### config.mk
export PLATFORM = sky130hd
export DESIGN_NAME = wb_seq_ctrl
export DESIGN_NICKNAME = d
export VERILOG_FILES = /design/src/rtl/wb_ctrl_pkg.sv /design/src/rtl/wb_miss_timer.sv /design/src/rtl/wb_seq_ctrl.sv
export SDC_FILE = /design/constraint.sdc
export NUM_CORES = 1
export LEC_CHECK = 0
export ABC_CLOCK_PERIOD_IN_PS = 2870
export CORE_UTILIZATION = 41
export CTS_BUF_LIST = sky130_fd_sc_hd__clkbuf_4 sky130_fd_sc_hd__clkbuf_8 sky130_fd_sc_hd__clkbuf_16
export DETAILED_ROUTE_END_ITERATION = 16
export PLACE_DENSITY_LB_ADDON = 0.12
export SYNTH_ARGS = -nofsm -noshare
export SYNTH_HDL_FRONTEND = slang
export SYNTH_SLANG_ARGS = --single-unit
### constraint.sdc
create_clock -name clk -period 2.87 [get_ports clk]
set_input_delay 0.574 -clock clk [delete_from_list [all_inputs] [get_ports clk]]
set_output_delay 0.574 -clock clk [all_outputs]
set_load 0.02 [all_outputs]
### src/rtl/wb_ctrl_pkg.sv
// Shared types for the writeback sequencer: result-mux select codes and FSM states.
package wb_ctrl_pkg;

   localparam int unsigned RD_W_DEFAULT = 5;

   typedef enum logic [1:0] {
      RES_ALU = 2'b00,
      RES_MEM = 2'b01,
      RES_PC4 = 2'b10
   } result_src_e;

   typedef enum logic [1:0] {
      StIdle,
      StLookup,
      StMissWait,
      StWb
   } wb_state_e;

endpackage

### src/rtl/wb_miss_timer.sv
// Counts cycles spent waiting on a D-cache refill; flags the last allowed cycle.
module wb_miss_timer #(
   parameter int unsigned MISS_TIMEOUT = 64
) (
   input  logic clk,
   input  logic reset,
   input  logic clear,
   input  logic en,
   output logic expired
);

   localparam int unsigned CW = $clog2(MISS_TIMEOUT);
   localparam logic [CW-1:0] LAST = CW'(MISS_TIMEOUT - 1);

   logic [CW-1:0] count_q;

   always_ff @(posedge clk) begin
      if (reset || clear) begin
         count_q <= '0;
      end else if (en) begin
         count_q <= count_q + CW'(1);
      end
   end

   assign expired = (count_q == LAST);

endmodule

### src/rtl/wb_seq_ctrl.sv
// Writeback sequencer: drives the result mux / RF write port and stalls on D-cache loads.
// Define WB_PERF_CNT_EN to build the load hit/miss performance counters.
module wb_seq_ctrl
   import wb_ctrl_pkg::*;
#(
   parameter int unsigned MISS_TIMEOUT = 64,
   parameter int unsigned RD_W         = RD_W_DEFAULT
) (
   input  logic            clk,
   input  logic            reset,
   input  logic            issue_valid,
   input  logic [1:0]      issue_src,
   input  logic            issue_we,
   input  logic [RD_W-1:0] issue_rd,
   output logic            issue_ready,
   output logic            cache_req,
   input  logic            cache_hit,
   input  logic            cache_fill_done,
   output logic            stall,
   output logic [1:0]      result_src,
   output logic            rf_we,
   output logic [RD_W-1:0] rf_rd,
   output logic            miss_timeout_err,
   output logic [31:0]     hit_count,
   output logic [31:0]     miss_count
);

   wb_state_e   state_q;
   result_src_e result_src_q;
   logic        rf_we_q;
   logic [RD_W-1:0] rf_rd_q;
   logic        cache_req_q;
   logic        err_q;
   logic        ld_we_q;
   logic [RD_W-1:0] ld_rd_q;
   logic        timer_expired;

   wb_miss_timer #(
      .MISS_TIMEOUT(MISS_TIMEOUT)
   ) u_miss_timer (
      .clk    (clk),
      .reset  (reset),
      .clear  (state_q == StLookup),
      .en     (state_q == StMissWait),
      .expired(timer_expired)
   );

   always_ff @(posedge clk) begin
      if (reset) begin
         state_q      <= StIdle;
         result_src_q <= RES_ALU;
         rf_we_q      <= 1'b0;
         rf_rd_q      <= '0;
         cache_req_q  <= 1'b0;
         err_q        <= 1'b0;
         ld_we_q      <= 1'b0;
         ld_rd_q      <= '0;
      end else begin
         // Write strobe and select are pulses; rf_rd is left holding its last value.
         result_src_q <= RES_ALU;
         rf_we_q      <= 1'b0;
         cache_req_q  <= 1'b0;
         unique case (state_q)
            StIdle: begin
               if (issue_valid) begin
                  if (issue_src == RES_MEM) begin
                     ld_we_q     <= issue_we;
                     ld_rd_q     <= issue_rd;
                     cache_req_q <= 1'b1;
                     state_q     <= StLookup;
                  end else begin
                     result_src_q <= (issue_src == RES_PC4) ? RES_PC4 : RES_ALU;
                     rf_we_q      <= issue_we && (issue_rd != '0);
                     rf_rd_q      <= issue_rd;
                  end
               end
            end
            StLookup: begin
               state_q <= cache_hit ? StWb : StMissWait;
            end
            StMissWait: begin
               if (cache_fill_done) begin
                  state_q <= StWb;
               end else if (timer_expired) begin
                  err_q   <= 1'b1;
                  state_q <= StIdle;
               end
            end
            StWb: begin
               result_src_q <= RES_MEM;
               rf_we_q      <= ld_we_q && (ld_rd_q != '0);
               rf_rd_q      <= ld_rd_q;
               state_q      <= StIdle;
            end
            default: state_q <= StIdle;
         endcase
      end
   end

   assign issue_ready      = (state_q == StIdle);
   assign stall            = (state_q != StIdle) ||
                             (issue_valid && (issue_src == RES_MEM) && (state_q == StIdle));
   assign cache_req        = cache_req_q;
   assign result_src       = result_src_q;
   assign rf_we            = rf_we_q;
   assign rf_rd            = rf_rd_q;
   assign miss_timeout_err = err_q;

`ifdef WB_PERF_CNT_EN
   logic [31:0] hit_cnt_q;
   logic [31:0] miss_cnt_q;

   always_ff @(posedge clk) begin
      if (reset) begin
         hit_cnt_q  <= '0;
         miss_cnt_q <= '0;
      end else if (state_q == StLookup) begin
         if (cache_hit) begin
            hit_cnt_q <= hit_cnt_q + 32'd1;
         end else begin
            miss_cnt_q <= miss_cnt_q + 32'd1;
         end
      end
   end

   assign hit_count  = hit_cnt_q;
   assign miss_count = miss_cnt_q;
`else
   assign hit_count  = '0;
   assign miss_count = '0;
`endif

endmodule

# Word-level counts from Yosys, hierarchy flattened
# Cells that the tools add are included.
# Widths: inputs -> output; s select.
[word_totals] word_cells=56 inputBits=13 register_bits=24
[classes] n_mux=17 add_sub_neg=1 bitwise_logic=3 n_reduce_logical=16 eq_ne=10
[ops] op="$mux 2" n=7
[ops] op="$reduce_and 3->1" n=4
[ops] op="$mux 5" n=2
[ops] op="$pmux 5 s2" n=1
[ops] op="$reduce_bool 5->1" n=2
[ops] op="$pmux 2 s4" n=1
[ops] op="$add 6x1->6 const B" n=1
[ops] op="$eq 2x2->1 const B" n=3
[ops] op="$eq 6x6->1 const B" n=1
[ops] op="$eq 2x1->1 const B" n=2
[ops] op="$logic_and 1x1->1" n=4
[ops] op="$mux 1" n=4
[ops] op="$ne 2x2->1 const B" n=2
[ops] op="$pmux 2 s2" n=1
[ops] op="$reduce_bool 2->1" n=2
[ops] op="$ne 3x3->1 const B" n=1
[ops] op="$not 1->1" n=3
[ops] op="$reduce_or 3->1" n=1
[ops] op="$logic_not 2->1" n=1
[ops] op="$logic_or 1x1->1" n=2
[ops] op="$ne 2x1->1 const B" n=1
[ops] op="$pmux 1 s2" n=1

# Longest topological paths before layout
# Gate-level depths: netlist (run 1).
[logic_depth] depth_word=5 ltp_mapped=7 depth_no_buf=6

# By module
# Synthesis (run 1) repeated with hierarchy kept, for this count alone.
[hier_totals] cells_unflattened=182 area_unflattened_um2=1674.1
[modules_own_cells] mod="wb_seq_ctrl" cells_each=153 seq_area_each_um2=360.3 instances=1 area_each_um2=1412.6
[modules_own_cells] mod="wb_miss_timer" cells_each=29 seq_area_each_um2=120.1 instances=1 area_each_um2=261.5

# Worst setup path after synthesis (run 1)
# OpenSTA, ideal clock, no wires.
[synth_timing] path_kind="register to output" startpoint="register state_q[1]" endpoint="output stall" required_ns=2.296 setup_slack_ns=1.204 arrival_time_ns=1.092 n_path_buf=0 path_stages_with_launch=4 cell_sequence="dfxtp_1 inv_1 ha_1 a21bo_2"
[synth_between] elab_chain_len=3
[synth_lines] item="start: declaration" line_no="wb_seq_ctrl.sv:28" rtl="wb_state_e state_q;"
[synth_lines] item="start signal: assignment" line_no="wb_seq_ctrl.sv:50" rtl="state_q <= StIdle;"
[synth_lines] item="start signal: assignment" line_no="wb_seq_ctrl.sv:70" rtl="state_q <= StLookup;"
[synth_lines] item="start signal: assignment" line_no="wb_seq_ctrl.sv:79" rtl="state_q <= cache_hit ? StWb : StMissWait;"
[synth_lines] item="$logic_not 2->1"
[synth_lines] item="via issue_ready" line_no="wb_seq_ctrl.sv:15" rtl="output logic issue_ready,"
[synth_lines] item="$logic_and 1x1->1" line_no="wb_seq_ctrl.sv:102" rtl="(issue_valid && (issue_src == RES_MEM) && (state_q == StIdle));"
[synth_lines] item="$logic_or 1x1->1" line_no="wb_seq_ctrl.sv:101" rtl="assign stall = (state_q != StIdle) ||"
[synth_lines] item="end: declaration" line_no="wb_seq_ctrl.sv:19" rtl="output logic stall,"
# The timed path passes the listed nets, and every way through them passes these cells.

# Final worst setup path (run 1)
[layout_timing] startpoint="input issue_src[0]" endpoint="output stall"
[layout_between] elab_chain_len=4
[layout_lines] item="start: declaration" line_no="wb_seq_ctrl.sv:12" rtl="input logic [1:0] issue_src,"
[layout_lines] item="$eq 2x1->1" line_no="wb_seq_ctrl.sv:102"
[layout_lines] item="$logic_and 1x1->1 (2 in series)" line_no="wb_seq_ctrl.sv:102"
[layout_lines] item="$logic_or 1x1->1" line_no="wb_seq_ctrl.sv:101"
# No other way between the ends.

==> flow_summary.json, run 1 <==
{
  "grt_antenna_before_repair": 0,
  "critical_path_class": "in2out",
  "ios": 89,
  "clk_latency_ns": 0.26,
  "finalHoldViolCount": 0,
  "min_to": "miss_timeout_err",
  "first_iter_violations": 10,
  "initial_core_util_pct": 42.4,
  "critPathLaunchType": "primary input",
  "post_cts_resized": 0,
  "holdCritPathClass": "reg2reg",
  "dp_slack_ns": 0.196,
  "synth.distinct_cells": 34,
  "slew_viol_final": 0,
  "port_buffers": 24,
  "worst_setup_path_end_kind": "output pin",
  "min_period_over_period_pct": 93.2,
  "cts_tree": "built",
  "grt_pass1_wl_mm": 3.72,
  "die_w_um": 63.6,
  "rows": 22,
  "wl_per_cell_um": 9.17,
  "rr_worst_depth": 5,
  "cts_sinks": 24,
  "postCtsHoldBufs": 0,
  "crit_arrival_ns": 2.10,
  "drcViolationCount": 0,
  "reg2reg_to": "rf_rd[4]",
  "syn_inst": 177,
  "synth_seq_area_share_pct": 30.9,
  "via_per_inst": 4.10,
  "outcome": "finished clean",
  "drv_cap": 0,
  "wirelength_mm": 2.28,
  "rsz0062_at_grt": "no",
  "synth_edf_count": 0,
  "h-tree-depth": 1,
  "die_y_um": 63.6,
  "period_minus_slack_ns": 2.67,
  "hold_path_depth": 2,
  "yosys_warnings": 0,
  "holdWs_ns": 0.488,
  "p_per_area_nw_per_um2": 639,
  "dieArea_sq_um": 4040,
  "worstPathMaxFanout": 4,
  "r2r-start": "state_q[0]",
  "n_antenna_cell": 0,
  "worst_ep_required_time_ns": 2.30,
  "first_pass_iters": 2,
  "globalplace.congestion": 0.758,
  "overflow": 0,
  "ys_ff_latch": 24,
  "r2r_slack_ns": 1.23,
  "cts_inserted_buffers": 3,
  "ys.flop_type": "dfxtp_1",
  "hold_start": "miss_timeout_err",
  "drive_gt1_share_pct": 6.00,
  "setup_tns_ns": 0,
  "path_clk_slew_ns": 0.08,
  "final.setup.worst_slack_ns": 0.196,
  "track_usage_pct": 11.7,
  "synth_area_sq_um": 1550,
  "syn_to_final_growth_pct": 6.76,
  "vias": 1018,
  "final_nets": 219,
  "finClkSkew_ns": 0.00958,
  "cts-root-buf": "clkbuf_8",
  "final_cells": 248,
  "clock_path_buffers": 2,
  "async_flop_share_pct": 0,
  "grt_max_degree": 16,
  "cts_setup_buffers": 0,
  "grt_pass1_vias": 826,
  "postRouteAntennaNets": 0,
  "dp_cells": 244,
  "fmax_mhz": 374,
  "p_leak_uw": 0.000742,
  "setup_viol": 0,
  "avgSynthCellArea_sq_um": 8.78,
  "coreArea_sq_um": 3660,
  "dp_hpwl_mm": 1.84,
  "vdd_ir_drop_max_mv": 0.244
}
## power by group
part	internal [uW]	switching [uW]
sequential	367	23.3
clock	186	102
combinational	144	236
total	697	362
## flip-flops by register name, indices dropped and copies added (netlist names), 2 cells and up
name / count
rf_rd: 5
result_src: 2
state_q: 2
ld_rd_q: 5
u_miss_timer.count_q: 6
## area by class of cell
cell class | count | area [sq um]
Tap cell | 48 | 60.1
Sequential cell | 24 | 480
Fill cell | 359 | 2000
Multi-Input combinational cell | 144 | 786
Clock inverter | 1 | 30.0
Inverter | 3 | 13.8
Timing Repair Buffer | 25 | 248
Clock buffer | 3 | 41.3
## layer usage
metal  track usage, %  wire length, um  vias to the layer above
li1                 -                -                      508
met1             14.4             1030                      445
met2             19.5             1060                       61
met3             1.81              150                        4
met4             5.97               37                        0
met5                0                0                        -
## worst max-delay path, stage by stage
cell	delay (ns)
clkdlybuf4s50_1	0.47
nor2b_2	0.24
a21bo_2	0.21
clkdlybuf4s50_1	0.61
## metrics by stage
step | total power (uW) | utilization, % | cell area [sq um]
detailed placement | 779 | 43.4 | 1590
global placement | 776 | 43.4 | 1590
finish | 1060 | 45.3 | 1660
global route | 1120 | 45.3 | 1660
floorplan | 731 | - | 1790
CTS | 1080 | 45.3 | 1660
## cells in the mapped netlist, types with 3 or more instances
master | instances | area [sq um]
dfxtp_1 | 24 | 480
nand2_1 | 4 | 15.0
ha_1 | 5 | 62.6
or3_1 | 3 | 18.8
a21oi_1 | 5 | 25.0
buf_4 | 65 | 488
a211oi_1 | 6 | 45.0
clkbuf_1 | 3 | 11.3
nor2_1 | 20 | 75.1
mux2i_1 | 12 | 120
## layout by cell type (no fill, tap or decap), drive strengths merged, types with 2 or more instances in the layout
master,netlist,routed
conb,1,64
dfxtp,24,24
clkdlybuf4s50,0,24
nor2,20,20
mux2i,12,12
a211oi,6,6
a21oi,5,5
ha,5,5
nand2,5,5
or3,3,3
clkbuf,3,3
inv,3,3
o21ai,3,3
nand4,2,2
or4,2,2
o211ai,2,2
xor2,2,2
nor2b,2,2
nand3,2,2
## worst max path at each step
stage,from,endpoint,depth (start not counted)
final,issue_src[0],stall,4
after global routing,issue_src[0],stall,4
after CTS,issue_src[0],stall,4
after detailed placement,issue_src[0],stall,4
after global placement,issue_src[0],stall,4
after floorplan,state_q[1],stall,3
## cells by family (layout without fill, tap and decap cells)
family                   Yosys count  in the layout  synth area share [%]
AO/OA/AOI/OAI                     20             20                  9.02
XOR/XNOR                           3              3                  1.69
adder cells (fa/ha/maj)            5              5                  4.03
buffers and inverters             72             32                  33.7
flip-flops                        24             24                  30.9
multiplexers                      12             12                  7.73
other                              1             64                 0.241
AND/OR/NAND/NOR                   40             40                  12.6
Note: power is estimated with default switching activity, not from simulation.
==> run 2, diff against run 1 <==
==> constraint.sdc (replaced) <==
create_clock -name clk -period 2.87 [get_ports clk]
set_input_delay 0.287 -clock clk [delete_from_list [all_inputs] [get_ports clk]]
set_output_delay 0.287 -clock clk [all_outputs]
set_load 0.02 [all_outputs]
==> run 2 against run 1 <==
Combinational power barely moved; critical path depth did not move; highest routed layer unchanged; first-iteration DRC count increased by 120%; die area is the same; power is 5.9% lower; global-route usage shrank 0.26 points.
==> flow_summary.json, run 2 (synthesized netlist as in run 1, its figures left out) <==
{
  "grt_pass1_vias": 846,
  "r2r-start": "state_q[0]",
  "drv_cap": 0,
  "worst_path_max_delay_cell": "clkdlybuf4s50_1",
  "drcViolationCount": 0,
  "cpPeakStageDelay_ns": 0.61,
  "track_usage_pct": 11.5,
  "min_to": "miss_timeout_err",
  "rr_worst_depth": 5,
  "rows": 22,
  "globalplace.congestion": 0.796,
  "largest_register": "u_miss_timer.count_q",
  "grt_pass1_wl_mm": 3.64,
  "cts_tree": "built",
  "clock_path_buffers": 2,
  "cts_inserted_buffers": 3,
  "cts-root-buf": "clkbuf_8",
  "p_per_area_nw_per_um2": 610,
  "post_cts_resized": 0,
  "p_leak_uw": 0.000730,
  "ios": 89,
  "grt_max_degree": 20,
  "clk_latency_ns": 0.26,
  "coreArea_sq_um": 3660,
  "wirelength_mm": 2.25,
  "worstPathMaxFanout": 6,
  "reg2reg_to": "rf_rd[1]",
  "multiInputGateArea_sq_um": 786,
  "overflow": 0,
  "cts_setup_buffers": 0,
  "syn_to_final_growth_pct": 5.23,
  "rsz0062_at_grt": "no",
  "final_nets": 218,
  "tightestPinTransition_ns": 0.685,
  "critical_path_class": "reg2out",
  "worst_ep_required_time_ns": 2.58,
  "port_buffers": 24,
  "crit_arrival_ns": 1.94,
  "critPathLaunchType": "flop",
  "finalHoldViolCount": 0,
  "crit_chain": "inv_1 -> ha_1 -> a21bo_2 -> clkdlybuf4s50_1",
  "p_total_uw": 997,
  "finClkSkew_ns": 0.00133,
  "outcome": "finished clean",
  "slew_headroom_pct": 54.2,
  "grt_antenna_before_repair": 0,
  "min_period_over_period_pct": 77.4,
  "layout_commonest_cell": "conb_1",
  "vdd_ir_drop_max_mv": 0.191,
  "initial_core_util_pct": 42.4,
  "setup_tns_ns": 0,
  "setup_viol": 0,
  "postCtsHoldBufs": 0,
  "path_clk_slew_ns": 0.08,
  "cts_sinks": 24,
  "critical_path.top_delay_family": "buffers and inverters",
  "dp_cells": 243,
  "largest_reg_flops": 6,
  "worst_setup_path_end_kind": "output pin",
  "die_w_um": 63.6,
  "fillers": 374,
  "postRouteAntennaNets": 0,
  "worstPathBufferInverterCount": 2,
  "n_antenna_cell": 0,
  "die_y_um": 63.6,
  "first_pass_iters": 4,
  "utilization_pct": 44.7,
  "first_iter_violations": 22,
  "period_minus_slack_ns": 2.22,
  "final_cells": 247,
  "r2r_slack_ns": 1.19,
  "hold_start": "miss_timeout_err",
  "regArea_sq_um": 480,
  "via_per_inst": 4.09,
  "mostFrequentLayoutCells": "conb_1, dfxtp_1, clkdlybuf4s50_1",
  "drive_gt1_share_pct": 5.53,
  "hold_path_depth": 2,
  "fmax_mhz": 450,
  "dp_hpwl_mm": 1.77,
  "holdCritPathClass": "reg2reg",
  "slew_viol_final": 0,
  "dieArea_sq_um": 4040,
  "wl_per_cell_um": 9.10,
  "vias": 1010,
  "h-tree-depth": 1
}
==> run 2: power breakdown <==
part / leakage (uW) / total, uW / switching [uW] / internal, uW
logic: 0.000506 / 378 / 235 / 143
registers: 0.000195 / 392 / 24.6 / 367
clock network: 0.0000288 / 228 / 105 / 122
total: 0.000730 / 997 / 365 / 632
==> run 2: metal layers <==
metal | global-route usage [%] | wire length [um] | vias up | part of all wire (%)
met5 | 0 | 0 | - | 0
met2 | 20.5 | 1050 | 61 | 47
met3 | 2.36 | 136 | 4 | 6.0
li1 | - | - | 506 | -
met1 | 12.6 | 1020 | 439 | 45
met4 | 5.97 | 42 | 0 | 1.9
==> run 2: worst register-to-register path, delay by kind of cell (launching register included) <==
kind                       cells  cell delay (ns)
AOI/OAI and AO/OA              2             0.60
adders and majority gates      1             0.44
DFF                            1             0.42
and+or+nand+nor                1             0.07
buffers and inverters          1             0.05
==> run 2: worst max path at each step <==
stage	to	slack (ns)	from	cells after the start
after detailed placement	stall	0.79	issue_src[0]	4
after floorplan	rf_rd[0]	1.35	state_q[1]	6
after CTS	stall	0.63	state_q[0]	4
after global routing	stall	0.57	state_q[0]	4
final	stall	0.65	state_q[0]	4
after global placement	stall	0.79	issue_src[0]	4
==> run 2: metrics by stage <==
stage	hold WS, ns	setup WS (ns)	instance area, sq um
after floorplan	0.420	1.35	1790
after global placement	0.454	0.785	1580
after detailed placement	0.461	0.790	1580
after CTS	0.484	0.633	1640
after global routing	0.525	0.568	1640
final	0.476	0.647	1640
==> run 2: final cells by class <==
cell class	instances	area share, %
Clock buffer	4	3.37
Inverter	3	0.842
Tap cell	48	3.67
Timing Repair Buffer	24	14.7
Sequential cell	24	29.4
Multi-Input combinational cell	144	48.0
==> run 3, diff against run 2 <==
--- a/config.mk
+++ b/config.mk
@@ -5,8 +5,8 @@
 export SDC_FILE = /design/constraint.sdc
 export NUM_CORES = 1
 export LEC_CHECK = 0
-export ABC_CLOCK_PERIOD_IN_PS = 2870
-export CORE_UTILIZATION = 41
+export ABC_CLOCK_PERIOD_IN_PS = 2250
+export CORE_UTILIZATION = 38
 export CTS_BUF_LIST = sky130_fd_sc_hd__clkbuf_4 sky130_fd_sc_hd__clkbuf_8 sky130_fd_sc_hd__clkbuf_16
 export DETAILED_ROUTE_END_ITERATION = 16
 export PLACE_DENSITY_LB_ADDON = 0.12
==> constraint.sdc (replaced) <==
create_clock -name clk -period 2.25 [get_ports clk]
set_input_delay 0.225 -clock clk [delete_from_list [all_inputs] [get_ports clk]]
set_output_delay 0.225 -clock clk [all_outputs]
set_load 0.02 [all_outputs]
==> run 3 against run 2 <==
Clock power up 25%; global-route usage shrank 0.16 points; cell area up 0.46%; cell count rose by 0.40%; sequential cell count is the same; clock-buffer cell count did not move; setup slack got worse by 0.53 ns; register-to-register slack got worse by 0.59 ns; critical path type unchanged; largest cell class unchanged.
==> flow_summary.json, run 3 (synthesized netlist as in run 1, its figures left out) <==
{
  "cts_tree": "built",
  "die_y_um": 66.0,
  "cts_inserted_buffers": 3,
  "initial_core_util_pct": 40.9,
  "grt_max_degree": 16,
  "worstPathBufferInverterCount": 2,
  "finalHoldViolCount": 0,
  "crit_chain": "inv_1 -> ha_1 -> a21bo_2 -> clkdlybuf4s50_1",
  "vias": 1034,
  "outcome": "finished clean",
  "dp_cells": 244,
  "coreArea_sq_um": 3800,
  "p_leak_uw": 0.000735,
  "die_w_um": 66.0,
  "post_cts_resized": 0,
  "crit_arrival_ns": 1.91,
  "fmax_mhz": 469,
  "n_antenna_cell": 0,
  "setup_tns_ns": 0,
  "cts_setup_buffers": 0,
  "largest_register": "u_miss_timer.count_q",
  "worst_path_max_delay_cell": "clkdlybuf4s50_1",
  "drive_gt1_share_pct": 6.00,
  "holdCritPathClass": "reg2reg",
  "via_per_inst": 4.17,
  "first_iter_violations": 18,
  "clk_latency_ns": 0.26,
  "grt_pass1_vias": 837,
  "mostFrequentLayoutCells": "conb_1, dfxtp_1, clkdlybuf4s50_1",
  "path_clk_slew_ns": 0.08,
  "grt_antenna_before_repair": 0,
  "critical_path_class": "reg2out",
  "critPathLaunchType": "flop",
  "critical_path.top_delay_family": "buffers and inverters",
  "min_period_over_period_pct": 94.7,
  "dp_slack_ns": 0.285,
  "postRouteAntennaNets": 0,
  "dieArea_sq_um": 4350,
  "drcViolationCount": 0,
  "layout_commonest_cell": "conb_1",
  "drv_cap": 0,
  "dp_hpwl_mm": 1.86,
  "worst_setup_path_end_kind": "output pin",
  "final_nets": 219,
  "setup_viol": 0,
  "port_buffers": 24,
  "grt_pass1_wl_mm": 3.74,
  "finClkSkew_ns": 0.00187,
  "first_pass_iters": 4,
  "largest_reg_flops": 6,
  "worstPathMaxFanout": 6,
  "syn_to_final_growth_pct": 5.72,
  "rsz0062_at_grt": "no",
  "slew_viol_final": 0,
  "cpPeakStageDelay_ns": 0.61,
  "r2r_slack_ns": 0.60,
  "cts-root-buf": "clkbuf_8",
  "period_minus_slack_ns": 2.13,
  "ios": 89,
  "p_per_area_nw_per_um2": 772,
  "postCtsHoldBufs": 0,
  "wirelength_mm": 2.29,
  "final_cells": 248,
  "vdd_ir_drop_max_mv": 0.293,
  "h-tree-depth": 1,
  "worst_ep_required_time_ns": 2.03,
  "track_usage_pct": 11.3,
  "rows": 22,
  "cts_sinks": 24,
  "wl_per_cell_um": 9.24,
  "final.setup.worst_slack_ns": 0.119,
  "clock_path_buffers": 2,
  "overflow": 0,
  "globalplace.congestion": 0.766
}
run 3: path summary, 6_finish.rpt:
path                                        from               end  cells after the start
worst min register to register  miss_timeout_err  miss_timeout_err                      2
worst max-delay path                  state_q[0]             stall                      4
worst min-delay path            miss_timeout_err  miss_timeout_err                      2
worst max register to register        state_q[0]          rf_rd[0]                      5
run 3: worst register-to-register path: cells and delay by family, from the launching register on:
family | cells | cell delay (ns)
fa+ha+maj | 1 | 0.44
simple gates | 1 | 0.08
compound gates | 2 | 0.60
flops | 1 | 0.41
buf+inv | 1 | 0.05
run 3: power breakdown:
group | switching [uW] | leakage (uW) | internal [uW]
clock network | 129 | 0.0000288 | 156
registers | 30.0 | 0.000195 | 468
logic | 302 | 0.000511 | 183
total | 461 | 0.000735 | 808
run 3: per-stage QoR:
step | instance area [sq um] | hold WS (ns) | util [%] | total power (uW)
after floorplan | 1790 | 0.358 | - | 932
after global placement | 1590 | 0.459 | 41.8 | 991
after detailed placement | 1590 | 0.467 | 41.8 | 996
after CTS | 1640 | 0.487 | 43.2 | 1290
after global routing | 1640 | 0.528 | 43.2 | 1350
final | 1640 | 0.478 | 43.2 | 1270
run 3: layer usage:
metal	track usage [%]	up-vias	share of wire, %
li1	-	506	-
met5	0	-	0
met4	6.38	0	1.7
met2	19.9	63	48
met3	2.24	2	7.1
met1	12.6	463	44
run 3: area by class of cell:
class | instances | area, sq um
multi-input cells | 144 | 786
well taps | 48 | 60.1
flip-flops and latches | 24 | 480
clock buffers | 4 | 55.1
inverters | 3 | 13.8
fillers | 386 | 2160
repair buffers | 25 | 248
